$ cat config.mk
export PLATFORM = sky130hd
export DESIGN_NAME = tpu_sequencer
export DESIGN_NICKNAME = d
export VERILOG_FILES = /design/src/rtl/tpu_pkg.sv /design/src/rtl/tpu_sequencer.sv
export SDC_FILE = /design/constraint.sdc
export NUM_CORES = 1
export LEC_CHECK = 0
export CAP_MARGIN = 15
export CORE_AREA = 2 2 39 41
export DETAILED_ROUTE_END_ITERATION = 8
export DIE_AREA = 0 0 41 43
export DONT_BUFFER_PORTS = 1
export GPL_ROUTABILITY_DRIVEN = 0
export PLACE_DENSITY_LB_ADDON = 0.1
export SETUP_SLACK_MARGIN = 0.1
export SYNTH_ARGS = -nofsm -noshare
export SYNTH_HDL_FRONTEND = slang
export SYNTH_SLANG_ARGS = --single-unit
$ cat constraint.sdc
create_clock -name clk -period 2 [get_ports clk]
set_clock_uncertainty 0.15 [all_clocks]
set_input_delay 0.4 -clock clk [delete_from_list [all_inputs] [get_ports clk]]
set_output_delay 0.4 -clock clk [all_outputs]
set_load 0.02 [all_outputs]
$ cat src/rtl/tpu_pkg.sv
// ---------------------------------------------------------------------------
// tpu_pkg
//
// Shared definitions for the systolic matrix-multiply sequencer, the MMU and
// the weight memory.
//
// Contents:
//   DIM_MIN / DIM_MAX : legal range of the array dimension DIM
//   state_e           : sequencer states (IDLE, LOAD, COMPUTE)
//   clog2()           : constant function used to size address and cycle
//                       counters from DIM
// ---------------------------------------------------------------------------
package tpu_pkg;

    localparam int DIM_MIN = 2;
    localparam int DIM_MAX = 8;

    typedef enum logic [1:0] {
        IDLE    = 2'd0,
        LOAD    = 2'd1,
        COMPUTE = 2'd2
    } state_e;

    // Ceiling log2, with clog2(1) = 0. It is evaluated at elaboration time
    // to size the counters.
    function automatic int clog2(input int value);
        int result;
        int rem;
        result = 0;
        rem    = value - 1;
        while (rem > 0) begin
            result = result + 1;
            rem    = rem >> 1;
        end
        return result;
    endfunction

endpackage

$ cat src/rtl/tpu_sequencer.sv
// ---------------------------------------------------------------------------
// tpu_sequencer
//
// Top-level sequencer for a DIM x DIM systolic matrix-multiply datapath.
// The sequencer works in two phases:
//   1. It loads activation matrix A, and optionally weight matrix B, from the
//      host into weight memory, one element at a time.
//   2. It opens the MMU compute window for COMP_CYC cycles.
// B stays resident across runs. A run started with keep_weights reloads only
// A, provided that a complete B load has happened since the last reset or
// abort.
//
// Ports:
//   clk, rst_n     : clock (rising edge) and asynchronous active-low reset
//   start          : begin a run; honoured only in IDLE
//   keep_weights   : sampled with start; reuse the resident B if it is valid
//   abort          : synchronous return to IDLE from any state
//   host_valid     : host presents an element this cycle
//   host_req_mat   : sequencer is requesting elements (LOAD state)
//   wm_load_mat    : weight-memory write strobe
//   wm_addr        : element address (A at 0..N_ELEM-1, B above it)
//   feeding_en     : MMU feed enable for the whole compute window
//   mmu_cycles     : cycle index inside the compute window
//   busy           : sequencer is not in IDLE
//   done           : one-cycle pulse after a run completes normally
// ---------------------------------------------------------------------------
module tpu_sequencer
    import tpu_pkg::*;
#(
    parameter  int DIM      = 2,
    localparam int N_ELEM   = DIM * DIM,
    localparam int ADDR_W   = clog2(2 * N_ELEM),
    localparam int COMP_CYC = N_ELEM + 2,
    localparam int CYC_W    = clog2(COMP_CYC)
) (
    input  logic              clk,
    input  logic              rst_n,
    input  logic              start,
    input  logic              keep_weights,
    input  logic              abort,
    input  logic              host_valid,
    output logic              host_req_mat,
    output logic              wm_load_mat,
    output logic [ADDR_W-1:0] wm_addr,
    output logic              feeding_en,
    output logic [CYC_W-1:0]  mmu_cycles,
    output logic              busy,
    output logic              done
);

    localparam logic [ADDR_W-1:0] LAST_A   = ADDR_W'(N_ELEM - 1);
    localparam logic [ADDR_W-1:0] LAST_B   = ADDR_W'(2 * N_ELEM - 1);
    localparam logic [CYC_W-1:0]  CYC_LAST = CYC_W'(COMP_CYC - 1);

    state_e            state_q,     state_d;
    logic [ADDR_W-1:0] elem_cnt_q,  elem_cnt_d;
    logic [ADDR_W-1:0] load_last_q, load_last_d;
    logic [CYC_W-1:0]  cyc_cnt_q,   cyc_cnt_d;
    logic              w_valid_q,   w_valid_d;
    logic              done_q,      done_d;

    always_ff @(posedge clk or negedge rst_n) begin
        if (!rst_n) begin
            state_q     <= IDLE;
            elem_cnt_q  <= '0;
            load_last_q <= '0;
            cyc_cnt_q   <= '0;
            w_valid_q   <= 1'b0;
            done_q      <= 1'b0;
        end else begin
            state_q     <= state_d;
            elem_cnt_q  <= elem_cnt_d;
            load_last_q <= load_last_d;
            cyc_cnt_q   <= cyc_cnt_d;
            w_valid_q   <= w_valid_d;
            done_q      <= done_d;
        end
    end

    // Both counters are returned to zero whenever their state is left. As a
    // result, wm_addr and mmu_cycles can come straight from the flops and
    // still read 0 outside LOAD and COMPUTE.
    always_comb begin
        state_d     = state_q;
        elem_cnt_d  = elem_cnt_q;
        load_last_d = load_last_q;
        cyc_cnt_d   = cyc_cnt_q;
        w_valid_d   = w_valid_q;
        done_d      = 1'b0;

        case (state_q)
            IDLE: begin
                elem_cnt_d = '0;
                cyc_cnt_d  = '0;
                if (start) begin
                    state_d     = LOAD;
                    load_last_d = (keep_weights && w_valid_q) ? LAST_A : LAST_B;
                end
            end
            LOAD: begin
                if (host_valid) begin
                    if (elem_cnt_q == load_last_q) begin
                        state_d    = COMPUTE;
                        elem_cnt_d = '0;
                        cyc_cnt_d  = '0;
                        // An A-only load ends at LAST_A. Only a full load
                        // reaches this address, so only a full load marks B
                        // as resident.
                        if (elem_cnt_q == LAST_B) begin
                            w_valid_d = 1'b1;
                        end
                    end else begin
                        elem_cnt_d = elem_cnt_q + 1'b1;
                    end
                end
            end
            COMPUTE: begin
                if (cyc_cnt_q == CYC_LAST) begin
                    state_d   = IDLE;
                    cyc_cnt_d = '0;
                    done_d    = 1'b1;
                end else begin
                    cyc_cnt_d = cyc_cnt_q + 1'b1;
                end
            end
            default: begin
                state_d = IDLE;
            end
        endcase

        // Abort overrides every transition, including the final load
        // transfer and the last compute cycle. B can no longer be trusted
        // after an abort.
        if (abort) begin
            state_d    = IDLE;
            elem_cnt_d = '0;
            cyc_cnt_d  = '0;
            w_valid_d  = 1'b0;
            done_d     = 1'b0;
        end
    end

    // The write strobe is combinational on host_valid. An element offered in
    // the same cycle as abort is therefore still written to memory, but the
    // sequencer ignores it.
    assign host_req_mat = (state_q == LOAD);
    assign wm_load_mat  = host_req_mat & host_valid;
    assign wm_addr      = elem_cnt_q;
    assign feeding_en   = (state_q == COMPUTE);
    assign mmu_cycles   = cyc_cnt_q;
    assign busy         = (state_q != IDLE);
    assign done         = done_q;

endmodule

Word-level counts from Yosys, hierarchy flattened
Cells that the tools add are included.
Operators by class
  $add $sub $neg: 2
  equal/unequal tests: 9
  muxes and demuxes: 24
  bitwise logic cells: 1
  reductions and logical operators: 14
Operators by type and width (number)
  3-bit 2-to-1 mux: 8
  2-bit 2-to-1 mux: 5
  2-bit nonzero test: 5
  3-bit one-hot mux with 3 select lines: 1
  1-bit 2-to-1 mux: 8
  4-bit AND reduction: 2
  3-bit by 1-bit adder with 3-bit output (second input constant): 2
  3-bit equality test (second input constant): 2
  3-bit by 2-bit != test with 1-bit output (second input constant): 2
  3-bit != test (second input constant): 2
  2-bit one-hot mux with 3 select lines: 1
  3-bit one-hot mux with 2 select lines: 1
  2-bit AND reduction: 2
  4-bit nonzero test: 1
  3-bit equality test: 1
  3-bit AND reduction: 1
  3-bit nonzero test: 1
  2-bit by 1-bit equality test with 1-bit output (second input constant): 1
  2-bit equality test (second input constant): 1
  2-bit zero test: 1
  1-bit AND: 1
  1-bit logical AND: 1
Storage, ports and cells
  bits in registers: 13
  output and inout bits: 11
  logic and storage cells: 56

Longest topological paths before layout
Gate-level depths: netlist (run 1).
  depth in word-level cells: 6
  mapped depth: 5
  mapped depth without buffers: 5

Worst setup path before layout (run 1)
OpenSTA, ideal clock, no wires.
  path kind: reg2out
  from: register state_q[0]
  to: output wm_load_mat
  data arrival time: 1.276 ns
  data required time: 1.450 ns
  setup slack: 0.174 ns
  stages on the path, launching flop included: 4
  path buffers: 1
  path through: dfrtp_1 buf_2 nor2b_1 and2_1
On the way
  cells in the longest elaborated chain, start to end: 2
RTL lines
  from (decl): RTL line tpu_sequencer.sv:55  | state_e state_q, state_d;
  from (signal assigned): RTL line tpu_sequencer.sv:71  | state_q <= state_d;
  2-bit by 1-bit equality test with 1-bit output: RTL line tpu_sequencer.sv:146  | assign host_req_mat = (state_q == LOAD);
  via host_req_mat: RTL line tpu_sequencer.sv:42  | output logic host_req_mat,
  1-bit AND: RTL line tpu_sequencer.sv:147  | assign wm_load_mat = host_req_mat & host_valid;
  to (decl): RTL line tpu_sequencer.sv:43  | output logic wm_load_mat,
The timed path passes the listed nets, and every way through them passes these cells.

Worst setup path after layout (run 1)
  from: register state_q[1]
  to: output feeding_en
On the way
  cells in the longest elaborated chain, start to end: 1
RTL lines
  2-bit equality test: RTL line tpu_sequencer.sv:149  | assign feeding_en = (state_q == COMPUTE);
  to (decl): RTL line tpu_sequencer.sv:45  | output logic feeding_en,
No other way between the ends.

==> flow_metrics.py, run 1 <==
metrics = {
    "clock_tree": {
        "cts_max_path_buffers": 2,
        "ctsRootBufferMaster": "sky130_fd_sc_hd__clkbuf_4",
        "cts_tree": "yes",
        "clk_latency_ns": 0.27,
        "cts_max_level": 1,
        "tritoncts.num_buffers": 3,
        "clock_sinks": 12,
        "clock_pin_slew_on_the_worst_setup_and_hold_paths_ns": 0.08,
    },
    "timing": {
        "timing.fmax_mhz": 554,
        "max-slew-margin-rel_pct": 62.7,
        "rsz0062_at_grt": "no",
        "report.final.hold_viol_count": 0,
        "hold-worst-slack_ns": 0.0271,
        "max_slew.worst_pin.slew_ns": 0.557,
        "finalSetupTns_ns": 0,
        "min_period_over_period_pct": 90.3,
        "min_period_ns": 1.81,
        "report.final.setup_viol": 0,
        "maxSlewViolCount": 0,
    },
    "detailed_routing": {
        "wirelength_um": 1410,
        "routed_wire_length_per_instance_um": 16.2,
        "initialDrtViolationCount": 5,
        "viasPerCell": 5.94,
        "detailedRoute.firstPassIterationCount": 4,
        "detail-route-antenna-nets": 0,
        "dr_total_vias": 517,
        "detail_route.drc_violations": 0,
    },
    "global_route": {
        "wire_length_of_the_first_global_routing_pass_um": 2220,
        "initial_antenna_violation_count": 0,
        "track_usage_pct": 19.1,
        "grt_start_max_net_pins": 14,
        "global_route.overflow_total": 0,
        "number_of_global_route_vias_before_repair": 496,
    },
    "critical_path": {
        "cp_top_family": "flip-flops",
        "cp-start-kind": "flip-flop",
        "cp.required_ns": 1.45,
        "r2r_slack_ns": 0.29,
        "cp_slowest_cell": "sky130_fd_sc_hd__dfrtp_1",
        "cp_max_fo": 12,
        "max_stage_delay_ns": 0.55,
        "crit_cells": 1,
        "worst_setup_path_startpoint": "state_q[1]",
        "worst_r2r_src": "wm_addr[0]",
        "reg2reg_to": "state_q[0]",
        "timing.critical_path.to_type": "primary output",
        "cp_data_arrival_time_ns": 1.26,
        "timing.critical_path.buf_inv": 0,
        "r2r_cells": 3,
        "cp_cell_sequence": "nor2b_1",
        "timing.setup.critical_path_class": "reg2out",
        "critical_path.endpoint": "feeding_en",
    },
    "synthesis": {
        "syn-num-nets": 76,
        "synth-adder-area-share_pct": 3.71,
        "synth_top_cell_by_area": "sky130_fd_sc_hd__dfrtp_1",
        "synth_top_family_by_area": "simple AND/OR/NAND/NOR gates",
        "compound_cell_area_share_of_the_yosys_netlist_pct": 15.8,
        "synthArstFlopShare_pct": 100,
        "post_synth_top_area_share_pct": 44.5,
        "yosys.area_share.simple_pct": 26.3,
        "synth_edf_count": 0,
        "synth_area_um2": 674,
        "synth.yosys.seq_area_share_pct": 44.5,
        "synthXorXnorAreaFrac_pct": 2.60,
        "synthesis.area_per_instance_um2": 9.92,
        "post_synthesis_sequential_element_count": 12,
        "synth_ff_type": "sky130_fd_sc_hd__dfrtp_1",
        "synthesis.instances": 68,
        "yosys_warnings": 0,
        "synth.mux.area_fraction_pct": 2.97,
        "synthTopCellsByArea": "sky130_fd_sc_hd__dfrtp_1 45%, sky130_fd_sc_hd__nor2b_1 8.3%, sky130_fd_sc_hd__nand4b_1 3.9%, sky130_fd_sc_hd__ha_1 3.7%, sky130_fd_sc_hd__a211oi_4 3.0%",
        "unique_masters_post_synth": 27,
    },
    "min_path": {
        "timing.hold.worst.class": "in2reg",
        "whs_path_depth": 1,
    },
    "place": {
        "dpl_cell_area_um2": 689,
        "numPortBuffers": 0,
        "detailed_place_hpwl_um": 997,
    },
    "floorplan": {
        "chipWidth_um": 41,
        "dieHeight_um": 43,
        "io-pin-count": 17,
        "die-area_um2": 1760,
        "core_um2": 1380,
        "floorplan.rows": 14,
        "initial_core_util_pct": 48.7,
    },
    "run": {
        "maxCapViolations": 0,
    },
    "cells_and_area": {
        "finish.instance_area_um2": 737,
        "fraction_of_final_layout_cells_with_drive_strength_greater_than_1_pct": 15.5,
        "antennaDiodeCount": 0,
        "syn_to_final_growth_pct": 9.28,
        "multi_input_area_um2": 347,
        "nNetsFinal": 80,
        "final-seq-area_um2": 302,
        "filler_cell_count": 139,
    },
    "power": {
        "cellPowerDensity_nw_per_um2": 649,
        "leakagePower_nw": 0.294,
        "ir_drop_mv": 0.335,
    },
    "run_status": {
        "run_status": "complete, no violations",
    },
}
worst min path at each step:
stage | startpoint | end | slack [ns]
2_1_floorplan | rst_n | done | -0.05
3_3_place_gp | rst_n | state_q[1] | -0.05
3_5_place_dp | rst_n | state_q[1] | -0.05
4_1_cts | abort | wm_addr[1] | 0.02
5_1_grt | abort | wm_addr[1] | 0.03
6_report | abort | wm_addr[1] | 0.03
cell type report:
| class | instances | area share, % |
|---|---|---|
| clock buffers | 4 | 4.92 |
| flip-flops and latches | 12 | 40.9 |
| multi-input cells | 49 | 47.0 |
| repair buffers | 2 | 2.38 |
| well taps | 16 | 2.72 |
| inverters | 4 | 2.04 |
registers in the layout, indices dropped and copies added (netlist names):
signal,count
mmu_cycles,3
w_valid_q,1
wm_addr,3
done,1
load_last_q,2
state_q,2
routing by layer:
metal,vias to the layer above,global-route usage (%),wire [µm]
li1,249,-,-
met4,0,10.0,27
met3,4,4.19,79
met5,-,0,0
met1,250,27.1,627
met2,14,26.3,675
stage by stage:
stage	total power (W)	util [%]	setup WS [ns]	cells
floorplan	0.000279	-	0.174	68
finish	0.000479	53.3	0.195	87
detailed placement	0.000283	49.8	0.288	82
global placement	0.000282	49.8	0.302	82
global route	0.000501	53.3	0.121	87
CTS	0.000483	53.3	0.179	87
cell usage in the layout (no fill, tap or decap), types with 2 or more instances in the layout:
| cell | instances |
|---|---|
| sky130_fd_sc_hd__dfrtp_1 | 11 |
| sky130_fd_sc_hd__nor2b_1 | 9 |
| sky130_fd_sc_hd__nor2_1 | 5 |
| sky130_fd_sc_hd__inv_1 | 4 |
| sky130_fd_sc_hd__nand2_1 | 4 |
| sky130_fd_sc_hd__nand4b_1 | 3 |
| sky130_fd_sc_hd__clkbuf_4 | 3 |
| sky130_fd_sc_hd__and2_1 | 2 |
| sky130_fd_sc_hd__or2_2 | 2 |
| sky130_fd_sc_hd__nand3_1 | 2 |
| sky130_fd_sc_hd__mux2i_1 | 2 |
| sky130_fd_sc_hd__o22ai_1 | 2 |
| sky130_fd_sc_hd__o21ai_0 | 2 |
| sky130_fd_sc_hd__a21oi_1 | 2 |
| sky130_fd_sc_hd__o32ai_1 | 2 |
| sky130_fd_sc_hd__ha_1 | 2 |
synth_stat cells (all sizes together) (2+ instances only):
master	count
o21ai	2
o22ai	2
and2	2
clkbuf	2
nor2	5
nor2b	9
a32o	2
or2	2
dfrtp	12
mux2i	2
ha	2
nand3	2
o32ai	2
nand2	4
inv	4
nand4b	3
a21oi	2
report_power, final:
group	internal [W]	switching, W
Combinational	0.0000111	0.0000200
Clock	0.000111	0.0000836
Sequential	0.000245	0.00000837
Total	0.000367	0.000112
timing repair:
action | in CTS | in global routing
hold buffers | 1 | 0
resized for setup | 1 | 0
endpoints found under the hold margin | 12 | 0
setup buffers | 0 | 0
setup endpoints to repair | 1 | 0
kinds of logic (layout without fill, tap and decap cells):
| family | count (synthesis) | count (layout) |
|---|---|---|
| xor gates and xnor gates | 2 | 2 |
| AOI/OAI and AO/OA | 13 | 13 |
| muxes | 2 | 2 |
| and+or+nand+nor | 30 | 30 |
| buffers and inverters | 7 | 10 |
| adders and majority gates | 2 | 2 |
| DFF | 12 | 12 |
(Power assumes the default switching activity.)
==> run 2: changes to the inputs <==
--- a/config.mk
+++ b/config.mk
@@ -7,6 +7,7 @@
 export LEC_CHECK = 0
 export CAP_MARGIN = 15
 export CORE_AREA = 2 2 39 41
+export CTS_CLUSTER_SIZE = 12
 export DETAILED_ROUTE_END_ITERATION = 8
 export DIE_AREA = 0 0 41 43
 export DONT_BUFFER_PORTS = 1
==> results of run 2 <==
The final DEF is identical to that of run 1; final timing and power are the same.
